--- src/rtl/pong_match_ctrl.sv ---
// Pong match controller: sequences serve, play, point hold and game-over, keeps the
// score and steers the ball block through ball_run / ball_recenter / serve_dir.
module pong_match_ctrl #(
  parameter int unsigned WIN_SCORE         = 7,
  parameter int unsigned HOLD_FRAMES       = 60,
  parameter int unsigned AUTO_SERVE_FRAMES = 180
) (
  input  logic       clk,
  input  logic       reset,
  input  logic       frame_tick,
  input  logic       score1,
  input  logic       score2,
  input  logic       btn_serve,
  output logic       ball_run,
  output logic       ball_recenter,
  output logic       serve_dir,
  output logic [3:0] p1_points,
  output logic [3:0] p2_points,
  output logic [1:0] winner,
  output logic [2:0] state_o
);

  typedef enum logic [2:0] {
    StIdle  = 3'd0,
    StServe = 3'd1,
    StPlay  = 3'd2,
    StPoint = 3'd3,
    StOver  = 3'd4
  } state_e;

  localparam logic [3:0] WinScore  = 4'(WIN_SCORE);
  localparam logic [7:0] HoldLoad  = 8'(HOLD_FRAMES);
  localparam logic [7:0] ServeLoad = 8'(AUTO_SERVE_FRAMES);

  state_e     state_q;
  logic [7:0] frame_cnt_q;
  logic       ball_run_q;
  logic       recenter_q;
  logic       serve_dir_q;
  logic [3:0] p1_q;
  logic [3:0] p2_q;
  logic [1:0] winner_q;

  logic btn_meta_q, btn_sync_q, btn_prev_q;
  logic score1_q, score2_q, score1_prev_q, score2_prev_q;

  logic serve_evt;
  logic pt1_evt;
  logic pt2_evt;

  function automatic logic [3:0] sat_inc(input logic [3:0] v);
    return (v == 4'hF) ? v : v + 4'd1;
  endfunction

  // Button synchroniser plus edge register; score levels registered for edge detection
  always_ff @(posedge clk or negedge reset) begin
    if (!reset) begin
      btn_meta_q    <= 1'b0;
      btn_sync_q    <= 1'b0;
      btn_prev_q    <= 1'b0;
      score1_q      <= 1'b0;
      score2_q      <= 1'b0;
      score1_prev_q <= 1'b0;
      score2_prev_q <= 1'b0;
    end else begin
      btn_meta_q    <= btn_serve;
      btn_sync_q    <= btn_meta_q;
      btn_prev_q    <= btn_sync_q;
      score1_q      <= score1;
      score2_q      <= score2;
      score1_prev_q <= score1_q;
      score2_prev_q <= score2_q;
    end
  end

  // Events: a held score level counts once; player 1 wins a simultaneous point
  always_comb begin
    serve_evt = btn_sync_q & ~btn_prev_q;
    pt1_evt   = (state_q == StPlay) & score1_q & ~score1_prev_q;
    pt2_evt   = (state_q == StPlay) & score2_q & ~score2_prev_q & ~pt1_evt;
  end

  // Match FSM with registered outputs; one shared frame counter for serve and hold
  always_ff @(posedge clk or negedge reset) begin
    if (!reset) begin
      state_q     <= StIdle;
      frame_cnt_q <= 8'd0;
      ball_run_q  <= 1'b0;
      recenter_q  <= 1'b0;
      serve_dir_q <= 1'b0;
      p1_q        <= 4'd0;
      p2_q        <= 4'd0;
      winner_q    <= 2'b00;
    end else begin
      recenter_q <= 1'b0;
      case (state_q)
        StIdle: begin
          ball_run_q <= 1'b0;
          if (serve_evt) begin
            p1_q        <= 4'd0;
            p2_q        <= 4'd0;
            recenter_q  <= 1'b1;
            frame_cnt_q <= ServeLoad;
            state_q     <= StServe;
          end
        end
        StServe: begin
          if (serve_evt || (frame_tick && frame_cnt_q <= 8'd1)) begin
            ball_run_q <= 1'b1;
            state_q    <= StPlay;
          end else if (frame_tick) begin
            frame_cnt_q <= frame_cnt_q - 8'd1;
          end
        end
        StPlay: begin
          if (pt1_evt || pt2_evt) begin
            if (pt1_evt) p1_q <= sat_inc(p1_q);
            else         p2_q <= sat_inc(p2_q);
            // Serve goes toward whoever conceded the point
            serve_dir_q <= pt1_evt;
            ball_run_q  <= 1'b0;
            frame_cnt_q <= HoldLoad;
            state_q     <= StPoint;
          end
        end
        StPoint: begin
          if (frame_tick) begin
            if (frame_cnt_q <= 8'd1) begin
              frame_cnt_q <= 8'd0;
              recenter_q  <= 1'b1;
              if (p1_q == WinScore || p2_q == WinScore) begin
                winner_q <= (p1_q == WinScore) ? 2'b01 : 2'b10;
                state_q  <= StOver;
              end else begin
                frame_cnt_q <= ServeLoad;
                state_q     <= StServe;
              end
            end else begin
              frame_cnt_q <= frame_cnt_q - 8'd1;
            end
          end
        end
        StOver: begin
          ball_run_q <= 1'b0;
          if (serve_evt) begin
            winner_q <= 2'b00;
            state_q  <= StIdle;
          end
        end
        default: begin
          ball_run_q  <= 1'b0;
          frame_cnt_q <= 8'd0;
          state_q     <= StIdle;
        end
      endcase
    end
  end

  assign ball_run      = ball_run_q;
  assign ball_recenter = recenter_q;
  assign serve_dir     = serve_dir_q;
  assign p1_points     = p1_q;
  assign p2_points     = p2_q;
  assign winner        = winner_q;
  assign state_o       = state_q;

endmodule

--- config.mk ---
export PLATFORM = sky130hd
export DESIGN_NAME = pong_match_ctrl
export DESIGN_NICKNAME = d
export VERILOG_FILES = /design/src/rtl/pong_match_ctrl.sv
export SDC_FILE = /design/constraint.sdc
export NUM_CORES = 1
export LEC_CHECK = 0
export CORE_MARGIN = 2
export CORE_UTILIZATION = 49
export DETAILED_ROUTE_END_ITERATION = 16
export GPL_ROUTABILITY_DRIVEN = 0
export PLACE_DENSITY_LB_ADDON = 0.12
export SLEW_MARGIN = 10
export SYNTH_ARGS = -nofsm -noshare
export SYNTH_HDL_FRONTEND = slang
export SYNTH_SLANG_ARGS = --single-unit
--- constraint.sdc ---
create_clock -name clk -period 1.9 [get_ports clk]
set_input_delay 0.57 -clock clk [delete_from_list [all_inputs] [get_ports clk]]
set_output_delay 0.57 -clock clk [all_outputs]
set_load 0.01 [all_outputs]
==> flow_metrics.env, run 1 <==
export IMPL_status="completed"
export IMPL_firstDrtPassIters=4
export IMPL_yosysUniqueCellTypes=50
export IMPL_power_density_nw_per_um2=917
export IMPL_synth_area_leaders="dfrtp_1 45%, nand2b_1 3.3%, nand2_1 3.0%"
export IMPL_relSlewSlack_pct=73.7
export IMPL_n_antenna_cell=0
export IMPL_grt_max_degree=32
export IMPL_cts_hold_buf=0
export IMPL_leakagePower_nw=1.10
export IMPL_netlist_area_um2=1730
export IMPL_hpwl_mm=3.02
export IMPL_fill_cells=282
export IMPL_drtIter0Drc=109
export IMPL_grt_pass1_wl_mm=7.29
export IMPL_fin_ws_ns=0.0495
export IMPL_async_flop_share_pct=100
export IMPL_synth_edff_count=0
export IMPL_syn_to_final_growth_pct=39.9
export IMPL_start_util_pct=51.4
export IMPL_cts_htree_levels=2
export IMPL_root_buffer="clkbuf_4"
export IMPL_skew_ns=0.0130
export IMPL_start_kind="flop"
export IMPL_die_w_um=63.4
export IMPL_seq_area_frac_synth_pct=44.9
export IMPL_hold_violations=0
export IMPL_rows=21
export IMPL_synth_fa_ha_area_share_pct=2.89
export IMPL_place_ws_ns=-0.141
export IMPL_synth_mux_area_share_pct=2.60
export IMPL_tightest_slew_ns=0.394
export IMPL_cp_data_arrival_time_ns=1.28
export IMPL_routedWlPerCell_um=14.5
export IMPL_insertion_delay_ns=0.36
export IMPL_postSynthAreaPerCell_um2=10.1
export IMPL_netlist_area_leader_share_pct=44.9
export IMPL_grt_overflow_total=0
export IMPL_drive_above_1_share_pct=33.5
export IMPL_min_path_type="flop to flop"
export IMPL_via_per_inst=5.50
export IMPL_finalCriticalPeriod_ns=1.85
export IMPL_cp_data_required_time_ns=1.33
export IMPL_cts_made_buffers=5
export IMPL_synth_simple_area_share_pct=25.9
export IMPL_fin_crit_sh_pct=97.4
export IMPL_path_buf_inv=1
export IMPL_crit_chain="clkdlybuf4s50_1"
export IMPL_layout_nets=251
export IMPL_synth_warnings=0
export IMPL_synth_fp_nets=181
export IMPL_holdPathStages=0
export IMPL_syn_inst=171
export IMPL_worst_path_stages=1
export IMPL_synth_compound_area_share_pct=19.8
export IMPL_antenna_left=0
export IMPL_critPathKind="flop to output port"
export IMPL_io_buffers=21
export IMPL_gr_usage_all_layers_pct=23.3
export IMPL_peakVddDrop_uv=756
export IMPL_hold_ws_ns=0.369
export IMPL_core_area_um2=3360
export IMPL_reg2reg_depth=7
export IMPL_cts_sinks=31
export IMPL_ys_flop_type="dfrtp_1"
export IMPL_grt_pass1_vias=1634
export IMPL_crit_path_top_delay_cell="clkdlybuf4s50_1"
export IMPL_post_route_drc_count=0
export IMPL_synth_top_family_by_area="simple AND/OR/NAND/NOR gates"
export IMPL_pin_count=22
export IMPL_antenna_found_initial=0
export IMPL_fmax_ghz=0.540
export IMPL_cap_violations=0
export IMPL_path_clk_slew_ns=0.10
export IMPL_critical_path_top_delay_family="buffers and inverters"
export IMPL_die_h_um=63.4
export IMPL_drv_slew=0
export IMPL_endpoint_kind="output port"
export IMPL_synth_seq_cells=31
export IMPL_final_common_cell="buf_4"
export IMPL_synthXorXnorAreaFrac_pct=1.01
export IMPL_layout_common_cells="47 x buf_4, 26 x dfrtp_1, 18 x clkdlybuf4s50_1"
export IMPL_max_stage_delay_ns=0.55
export IMPL_cts_buffer_depth=2
export IMPL_via_count=1583
export IMPL_cts_tree="built"
export IMPL_p_total_w=0.00222
export IMPL_cp_max_fo=3
export IMPL_drt_total_wl_mm=4.16
export IMPL_setup_violations=0
export IMPL_yosys_area_top_type="dfrtp_1"
export IMPL_dieArea_um2=4020
-- layer usage --
| metal | GRT usage [%] | share of wire [%] | routed length [um] |
|---|---|---|---|
| met5 | 0 | 0 | 0 |
| met4 | 8.15 | 1.6 | 65 |
| met3 | 6.07 | 3.8 | 160 |
| met2 | 40.5 | 51 | 2120 |
| met1 | 27.8 | 44 | 1820 |
-- layout make-up --
cell class                 instances  area [um^2]  area share (%)
multi-input combinational        132          945            39.1
tap                               46         57.6            2.38
timing repair buffer              68          561            23.2
inverter                           3         11.3           0.466
sequential                        31          782            32.3
clock buffer                       5         37.5            1.55
clock inverter                     3         25.0            1.03
-- cell families (layout without fill, tap and decap cells) --
logic type / count (synthesis) / after routing
simple gates: 75 / 75
compound gates: 47 / 47
flops: 31 / 31
buf+inv: 8 / 79
fa+ha+maj: 4 / 4
mux: 4 / 4
xor+xnor: 2 / 2
-- through the flow --
step | area, um^2 | setup TNS (ns) | std cells | utilization, %
after floorplan | 1740 | 0 | 171 | -
after global placement | 2180 | -0.391 | 262 | 64.9
after detailed placement | 2180 | -0.836 | 262 | 64.9
after CTS | 2350 | 0 | 282 | 69.8
after global routing | 2420 | -0.00669 | 288 | 71.9
final | 2420 | 0 | 288 | 71.9
-- what timing repair did --
action,4_1_cts,5_1_grt
pin swaps,5,5
gates resized for setup,10,10
endpoints found under the setup margin,14,9
buffers inserted,12,6
-- power breakdown --
part / leakage [nW] / internal (W) / switching, W
clock: 0.0314 / 0.000148 / 0.000266
combinational: 0.682 / 0.000506 / 0.000400
sequential: 0.383 / 0.000776 / 0.000122
-- final timing paths --
check,from,end,slack (ns)
max,p1_points[1]$_DFFE_PN0P_,p1_points[1],0.05
min,btn_meta_q$_DFF_PN0_,btn_sync_q$_DFF_PN0_,0.37
max reg2reg,frame_cnt_q[1]$_DFFE_PN0P_,frame_cnt_q[0]$_DFFE_PN0P_,0.05
min reg2reg,btn_meta_q$_DFF_PN0_,btn_sync_q$_DFF_PN0_,0.37
max in group asynchronous,reset,frame_cnt_q[3]$_DFFE_PN0P_,1.00
min in group asynchronous,reset,p2_points[3]$_DFFE_PN0P_,0.59
-- sequential cells by signal (all words and copies together) (netlist names) --
register,flops
frame_cnt_q,8
p1_points,4
p2_points,4
state_o,3
winner,2
ball_recenter,1
ball_run,1
btn_meta_q,1
btn_prev_q,1
btn_sync_q,1
score1_prev_q,1
score1_q,1
score2_prev_q,1
score2_q,1
serve_dir,1
-- Yosys cell counts (3+ instances only) --
cell,number
a21oi_1,8
a31oi_1,8
and3_1,4
dfrtp_1,31
ha_1,4
inv_1,3
nand2_1,14
nand2b_1,9
nand3_1,6
nand3b_1,7
nor2_1,9
nor2b_1,4
nor3_1,4
o21a_1,3
o21ai_0,8
o2bb2ai_1,4
(Power assumes the default switching activity.)
==> run 2: changes to the inputs <==
--- a/config.mk
+++ b/config.mk
@@ -5,8 +5,10 @@
 export SDC_FILE = /design/constraint.sdc
 export NUM_CORES = 1
 export LEC_CHECK = 0
+export CELL_PAD_IN_SITES_DETAIL_PLACEMENT = 1
+export CELL_PAD_IN_SITES_GLOBAL_PLACEMENT = 1
 export CORE_MARGIN = 2
-export CORE_UTILIZATION = 49
+export CORE_UTILIZATION = 38
 export DETAILED_ROUTE_END_ITERATION = 16
 export GPL_ROUTABILITY_DRIVEN = 0
 export PLACE_DENSITY_LB_ADDON = 0.12
==> flow_metrics.env, run 2 (synthesis results as in run 1) <==
export IMPL_crit_path_top_delay_cell="or4_4"
export IMPL_regMostFlops="frame_cnt_q"
export IMPL_layout_common_cells="31 x buf_4, 23 x dfrtp_1, 17 x clkdlybuf4s50_1"
export IMPL_gr_usage_all_layers_pct=20.8
export IMPL_max_stage_delay_ns=0.55
export IMPL_p_total_w=0.00256
export IMPL_violations="setup timing"
export IMPL_endpoint_kind="flop"
export IMPL_grt_pass1_wl_mm=8.19
export IMPL_final_common_cell="buf_4"
export IMPL_fin_crit_sh_pct=100
export IMPL_routedWlPerCell_um=17.9
export IMPL_utilization_pct=56.1
export IMPL_peakVddDrop_uv=694
export IMPL_drt_total_wl_mm=5.02
export IMPL_layout_nets=238
export IMPL_drive_above_1_share_pct=32.3
export IMPL_hpwl_mm=3.67
export IMPL_setup_violations=1
export IMPL_start_util_pct=39.7
export IMPL_post_route_drc_count=0
export IMPL_seq_power_share_pct=35.4
export IMPL_power_density_nw_per_um2=1050
export IMPL_skew_ns=0.00956
export IMPL_r2r_start="frame_cnt_q[4]$_DFFE_PN0P_"
export IMPL_crit_chain="or4_4 -> or3_1 -> and3_1 -> o22a_1 -> o2bb2ai_2"
export IMPL_fin_area_um2=2440
export IMPL_path_clk_slew_ns=0.06
export IMPL_dieArea_um2=5110
export IMPL_start_kind="flop"
export IMPL_drtIter0Drc=89
export IMPL_p_sw_share_pct=32.6
export IMPL_cp_data_required_time_ns=2.11
export IMPL_insertion_delay_ns=0.29
export IMPL_drv_slew=0
export IMPL_rsz0062_at_grt="true"
export IMPL_fin_setup_tns_ns=-0.00431
export IMPL_pwr_share_comb_pct=37.8
export IMPL_via_count=1600
export IMPL_fmax_ghz=0.525
export IMPL_cts_sinks=31
export IMPL_critPathKind="flop to flop"
export IMPL_firstDrtPassIters=4
export IMPL_cap_violations=0
export IMPL_syn_to_final_growth_pct=41.3
export IMPL_rows=24
export IMPL_cts_made_buffers=5
export IMPL_status="complete, but fails checks"
export IMPL_fill_cells=471
export IMPL_finalCriticalPeriod_ns=1.90
export IMPL_p_clk_share_pct=26.8
export IMPL_die_w_um=71.5
export IMPL_tightest_slew_ns=0.436
export IMPL_grt_pass1_vias=1689
export IMPL_cts_buffer_depth=2
export IMPL_cp_max_fo=3
export IMPL_holdCritStartpoint="btn_meta_q$_DFF_PN0_"
export IMPL_ff2ff_setup_slack_ns=-0.004
export IMPL_hold_violations=0
export IMPL_antenna_found_initial=0
export IMPL_leakagePower_nw=1.12
export IMPL_via_per_inst=5.69
export IMPL_io_buffers=21
export IMPL_crit_path_start="frame_cnt_q[4]$_DFFE_PN0P_"
export IMPL_cts_htree_levels=2
export IMPL_cp_data_arrival_time_ns=2.11
export IMPL_power_switching_w=0.000834
export IMPL_root_buffer="clkbuf_8"
export IMPL_cts_tree="built"
export IMPL_die_h_um=71.5
export IMPL_grt_overflow_total=0
export IMPL_place_ws_ns=-0.204
export IMPL_fin_ws_ns=-0.00431
export IMPL_n_antenna_cell=0
export IMPL_min_path_type="flop to flop"
export IMPL_relSlewSlack_pct=70.9
export IMPL_placed_area_um2=2190
export IMPL_largest_reg_flops=8
export IMPL_antenna_left=0
export IMPL_pin_count=22
export IMPL_grt_max_degree=32
export IMPL_core_area_um2=4350
export IMPL_internal_power_w=0.00173
run 2: cell types whose count changed in the layout (fill, tap and decap cells not counted), moves of 2 or more:
| cell | previous run | this run |
|---|---|---|
| buf_4 | 47 | 31 |
| clkbuf_8 | 0 | 6 |
| clkbuf_4 | 5 | 0 |
| mux2_4 | 0 | 4 |
| buf_6 | 0 | 3 |
| dfrtp_1 | 26 | 23 |
| dfrtp_2 | 5 | 8 |
| dlymetal6s2s_1 | 0 | 3 |
| a31oi_1 | 7 | 5 |
| clkinv_4 | 2 | 0 |
| ha_1 | 1 | 3 |
| ha_2 | 3 | 1 |
| mux2_1 | 2 | 0 |
| mux2_2 | 2 | 0 |
run 2: what timing repair did:
item,in CTS,in global routing
hold buffers,0,0
resized for setup,8,23
pin swaps,3,2
endpoints found under the hold margin,0,0
endpoints found under the setup margin,10,16
buffers inserted,3,2
run 2: layout make-up:
cell class              instances  area (um^2)  area share (%)
multi-input cells             132          981            40.1
flip-flops and latches         31          786            32.2
repair buffers                 55          483            19.8
clock buffers                   6         82.6            3.38
well taps                      52         65.1            2.66
clock inverters                 2         35.0            1.43
inverters                       3         11.3           0.461
run 2: final timing paths:
path | end | cells past startpoint
max | frame_cnt_q[7]$_DFFE_PN0P_ | 5
max in group asynchronous | frame_cnt_q[6]$_DFFE_PN0P_ | 2
min in group asynchronous | p2_points[3]$_DFFE_PN0P_ | 2
min reg2reg | btn_sync_q$_DFF_PN0_ | 0
max reg2reg | frame_cnt_q[7]$_DFFE_PN0P_ | 5
min | btn_sync_q$_DFF_PN0_ | 0
run 2: power by group through the flow:
stage | clock [W] | sequential (W) | combinational (W)
after global placement | 0 | 0.000900 | 0.000741
after floorplan | 0 | 0.000914 | 0.000434
after global routing | 0.000733 | 0.000927 | 0.00106
final | 0.000685 | 0.000907 | 0.000968
after CTS | 0.000709 | 0.000891 | 0.000864
after detailed placement | 0 | 0.000914 | 0.000790
run 2: worst max-delay path, delay by kind of cell, from the launching register on:
family	cells	cell delay [ns]
and+or+nand+nor	3	1.05
DFF	1	0.43
AOI/OAI and AO/OA	2	0.35
run 2: per-layer routing:
metal  GRT usage, %  routed length [um]
met1           25.2                2170
met2           36.1                2570
met5              0                   0
met4           7.76                 134
met3           4.64                 151
run 2: through the flow:
| step | std cells | hold WS [ns] |
|---|---|---|
| final | 281 | 0.361 |
| after CTS | 279 | 0.369 |
| after detailed placement | 268 | 0.353 |
| after floorplan | 171 | 0.274 |
| after global routing | 281 | 0.374 |
| after global placement | 268 | 0.336 |
==> run 3: changes to the inputs <==
--- a/config.mk
+++ b/config.mk
@@ -7,6 +7,7 @@
 export LEC_CHECK = 0
 export CELL_PAD_IN_SITES_DETAIL_PLACEMENT = 1
 export CELL_PAD_IN_SITES_GLOBAL_PLACEMENT = 1
+export CORE_ASPECT_RATIO = 1.5
 export CORE_MARGIN = 2
 export CORE_UTILIZATION = 38
 export DETAILED_ROUTE_END_ITERATION = 16
==> flow_metrics.env, run 3 (synthesis results as in run 1) <==
export IMPL_relSlewSlack_pct=72.1
export IMPL_die_h_um=86.6
export IMPL_r2r_start="frame_cnt_q[1]$_DFFE_PN0P_"
export IMPL_start_kind="flop"
export IMPL_tightest_slew_ns=0.419
export IMPL_fin_setup_tns_ns=0
export IMPL_hold_ws_ns=0.358
export IMPL_holdPathStages=0
export IMPL_cp_data_arrival_time_ns=2.02
export IMPL_io_buffers=21
export IMPL_fin_crit_sh_pct=97.2
export IMPL_crit_path_start="frame_cnt_q[1]$_DFFE_PN0P_"
export IMPL_leakagePower_nw=1.10
export IMPL_peakVddDrop_uv=815
export IMPL_antenna_left=0
export IMPL_fmax_ghz=0.542
export IMPL_via_count=1591
export IMPL_rows=30
export IMPL_status="completed"
export IMPL_drt_total_wl_mm=5.05
export IMPL_post_route_drc_count=0
export IMPL_skew_ns=0.00700
export IMPL_hpwl_mm=3.83
export IMPL_drtIter0Drc=47
export IMPL_n_antenna_cell=0
export IMPL_grt_max_degree=32
export IMPL_endpoint_kind="flop"
export IMPL_regMostFlops="frame_cnt_q"
export IMPL_drive_above_1_share_pct=29.8
export IMPL_via_per_inst=5.76
export IMPL_multi_input_area_um2=955
export IMPL_die_w_um=59.1
export IMPL_cp_data_required_time_ns=2.07
export IMPL_syn_to_final_growth_pct=38.5
export IMPL_grt_overflow_total=0
export IMPL_cts_htree_levels=2
export IMPL_dieArea_um2=5120
export IMPL_insertion_delay_ns=0.29
export IMPL_min_path_type="flop to flop"
export IMPL_crit_path_end="frame_cnt_q[1]$_DFFE_PN0P_"
export IMPL_largest_reg_flops=8
export IMPL_pin_count=22
export IMPL_seq_area_um2=783
export IMPL_place_inst=264
export IMPL_start_util_pct=38.7
export IMPL_reg2reg_depth=7
export IMPL_cts_buffer_depth=2
export IMPL_path_clk_slew_ns=0.07
export IMPL_ff2ff_setup_slack_ns=0.05
export IMPL_gr_usage_all_layers_pct=21.8
export IMPL_critPathKind="flop to flop"
export IMPL_rsz0062_at_grt="true"
export IMPL_finalCriticalPeriod_ns=1.85
export IMPL_core_area_um2=4470
export IMPL_hold_violations=0
export IMPL_stdcell_count=276
export IMPL_drv_slew=0
export IMPL_layout_nets=237
export IMPL_power_density_nw_per_um2=1040
export IMPL_cts_hold_buf=0
export IMPL_root_buffer="clkbuf_8"
export IMPL_antenna_found_initial=0
export IMPL_setup_violations=0
export IMPL_layout_common_cells="32 x buf_4, 25 x dfrtp_1, 17 x clkdlybuf4s50_1"
export IMPL_grt_pass1_vias=1758
export IMPL_cap_violations=0
export IMPL_firstDrtPassIters=4
export IMPL_final_common_cell="buf_4"
export IMPL_cts_tree="built"
export IMPL_cp_max_fo=4
export IMPL_routedWlPerCell_um=18.3
export IMPL_r2r_end="frame_cnt_q[1]$_DFFE_PN0P_"
export IMPL_grt_pass1_wl_mm=8.28
export IMPL_cts_made_buffers=5
export IMPL_fill_cells=513
export IMPL_cts_sinks=31
==> run 3: changes by cell type in the layout (fill, tap and decap cells not counted), moves of 2 or more <==
cell     previous run  this run
dfrtp_2             8         6
dfrtp_1            23        25
mux2_4              4         1
buf_6               3         1
mux2_2              0         2
==> run 3: report_power, final <==
group / switching, W / total (W) / leakage [nW] / internal (W)
registers: 0.000131 / 0.000907 / 0.381 / 0.000776
logic: 0.000409 / 0.000883 / 0.658 / 0.000474
clock network: 0.000268 / 0.000693 / 0.0612 / 0.000424
==> run 3: routing by layer <==
metal | vias to the layer above | global-route usage [%] | part of all wire [%] | wire length (um)
li1 | 751 | - | - | -
met3 | 13 | 3.28 | 1.8 | 93
met1 | 801 | 21.9 | 38 | 1930
met5 | - | 0 | 0 | 0
met2 | 26 | 41.2 | 56 | 2850
met4 | 0 | 11.4 | 3.5 | 179
==> run 3: final cells by class <==
| type | count | area share (%) |
|---|---|---|
| clock buffer | 6 | 3.45 |
| sequential | 31 | 32.7 |
| timing repair buffer | 54 | 19.5 |
| multi-input combinational | 132 | 39.9 |
| inverter | 3 | 0.470 |
| clock inverter | 2 | 1.46 |
| tap | 48 | 2.51 |
==> run 3: worst min-delay path by stage <==
stage | from | to | slack (ns)
2_1_floorplan | reset | ball_recenter$_DFF_PN0_ | 0.27
3_3_place_gp | btn_meta_q$_DFF_PN0_ | btn_sync_q$_DFF_PN0_ | 0.34
3_5_place_dp | btn_meta_q$_DFF_PN0_ | btn_sync_q$_DFF_PN0_ | 0.34
4_1_cts | btn_meta_q$_DFF_PN0_ | btn_sync_q$_DFF_PN0_ | 0.36
5_1_grt | btn_meta_q$_DFF_PN0_ | btn_sync_q$_DFF_PN0_ | 0.37
6_report | btn_meta_q$_DFF_PN0_ | btn_sync_q$_DFF_PN0_ | 0.36
==> run 3: timing repair <==
action | CTS | global route
setup buffers | 2 | 2
setup endpoints to repair | 10 | 16
pin swaps | 2 | 10
gates cloned | 0 | 0
hold endpoints to repair | 0 | 0
resized for setup | 5 | 18
==> run 3: critical path, cell delays in order, from the launching register on <==
cell	delay, ns
dfrtp_1	0.42
inv_2	0.09
ha_1	0.14
or2_4	0.14
nand3_2	0.09
a311o_2	0.45
nand2_4	0.09
mux2_1	0.31
==> run 3: stage by stage <==
stage                     total power, W  instance area [um^2]  worst slack, ns  utilization [%]
after global routing             0.00262                  2390          -0.0232             53.6
after floorplan                  0.00135                  1740          0.00161                -
final                            0.00248                  2390           0.0540             53.6
after global placement           0.00164                  2190           -0.140             48.9
after CTS                        0.00243                  2320          0.00439             52.0
after detailed placement         0.00170                  2190           -0.217             48.9
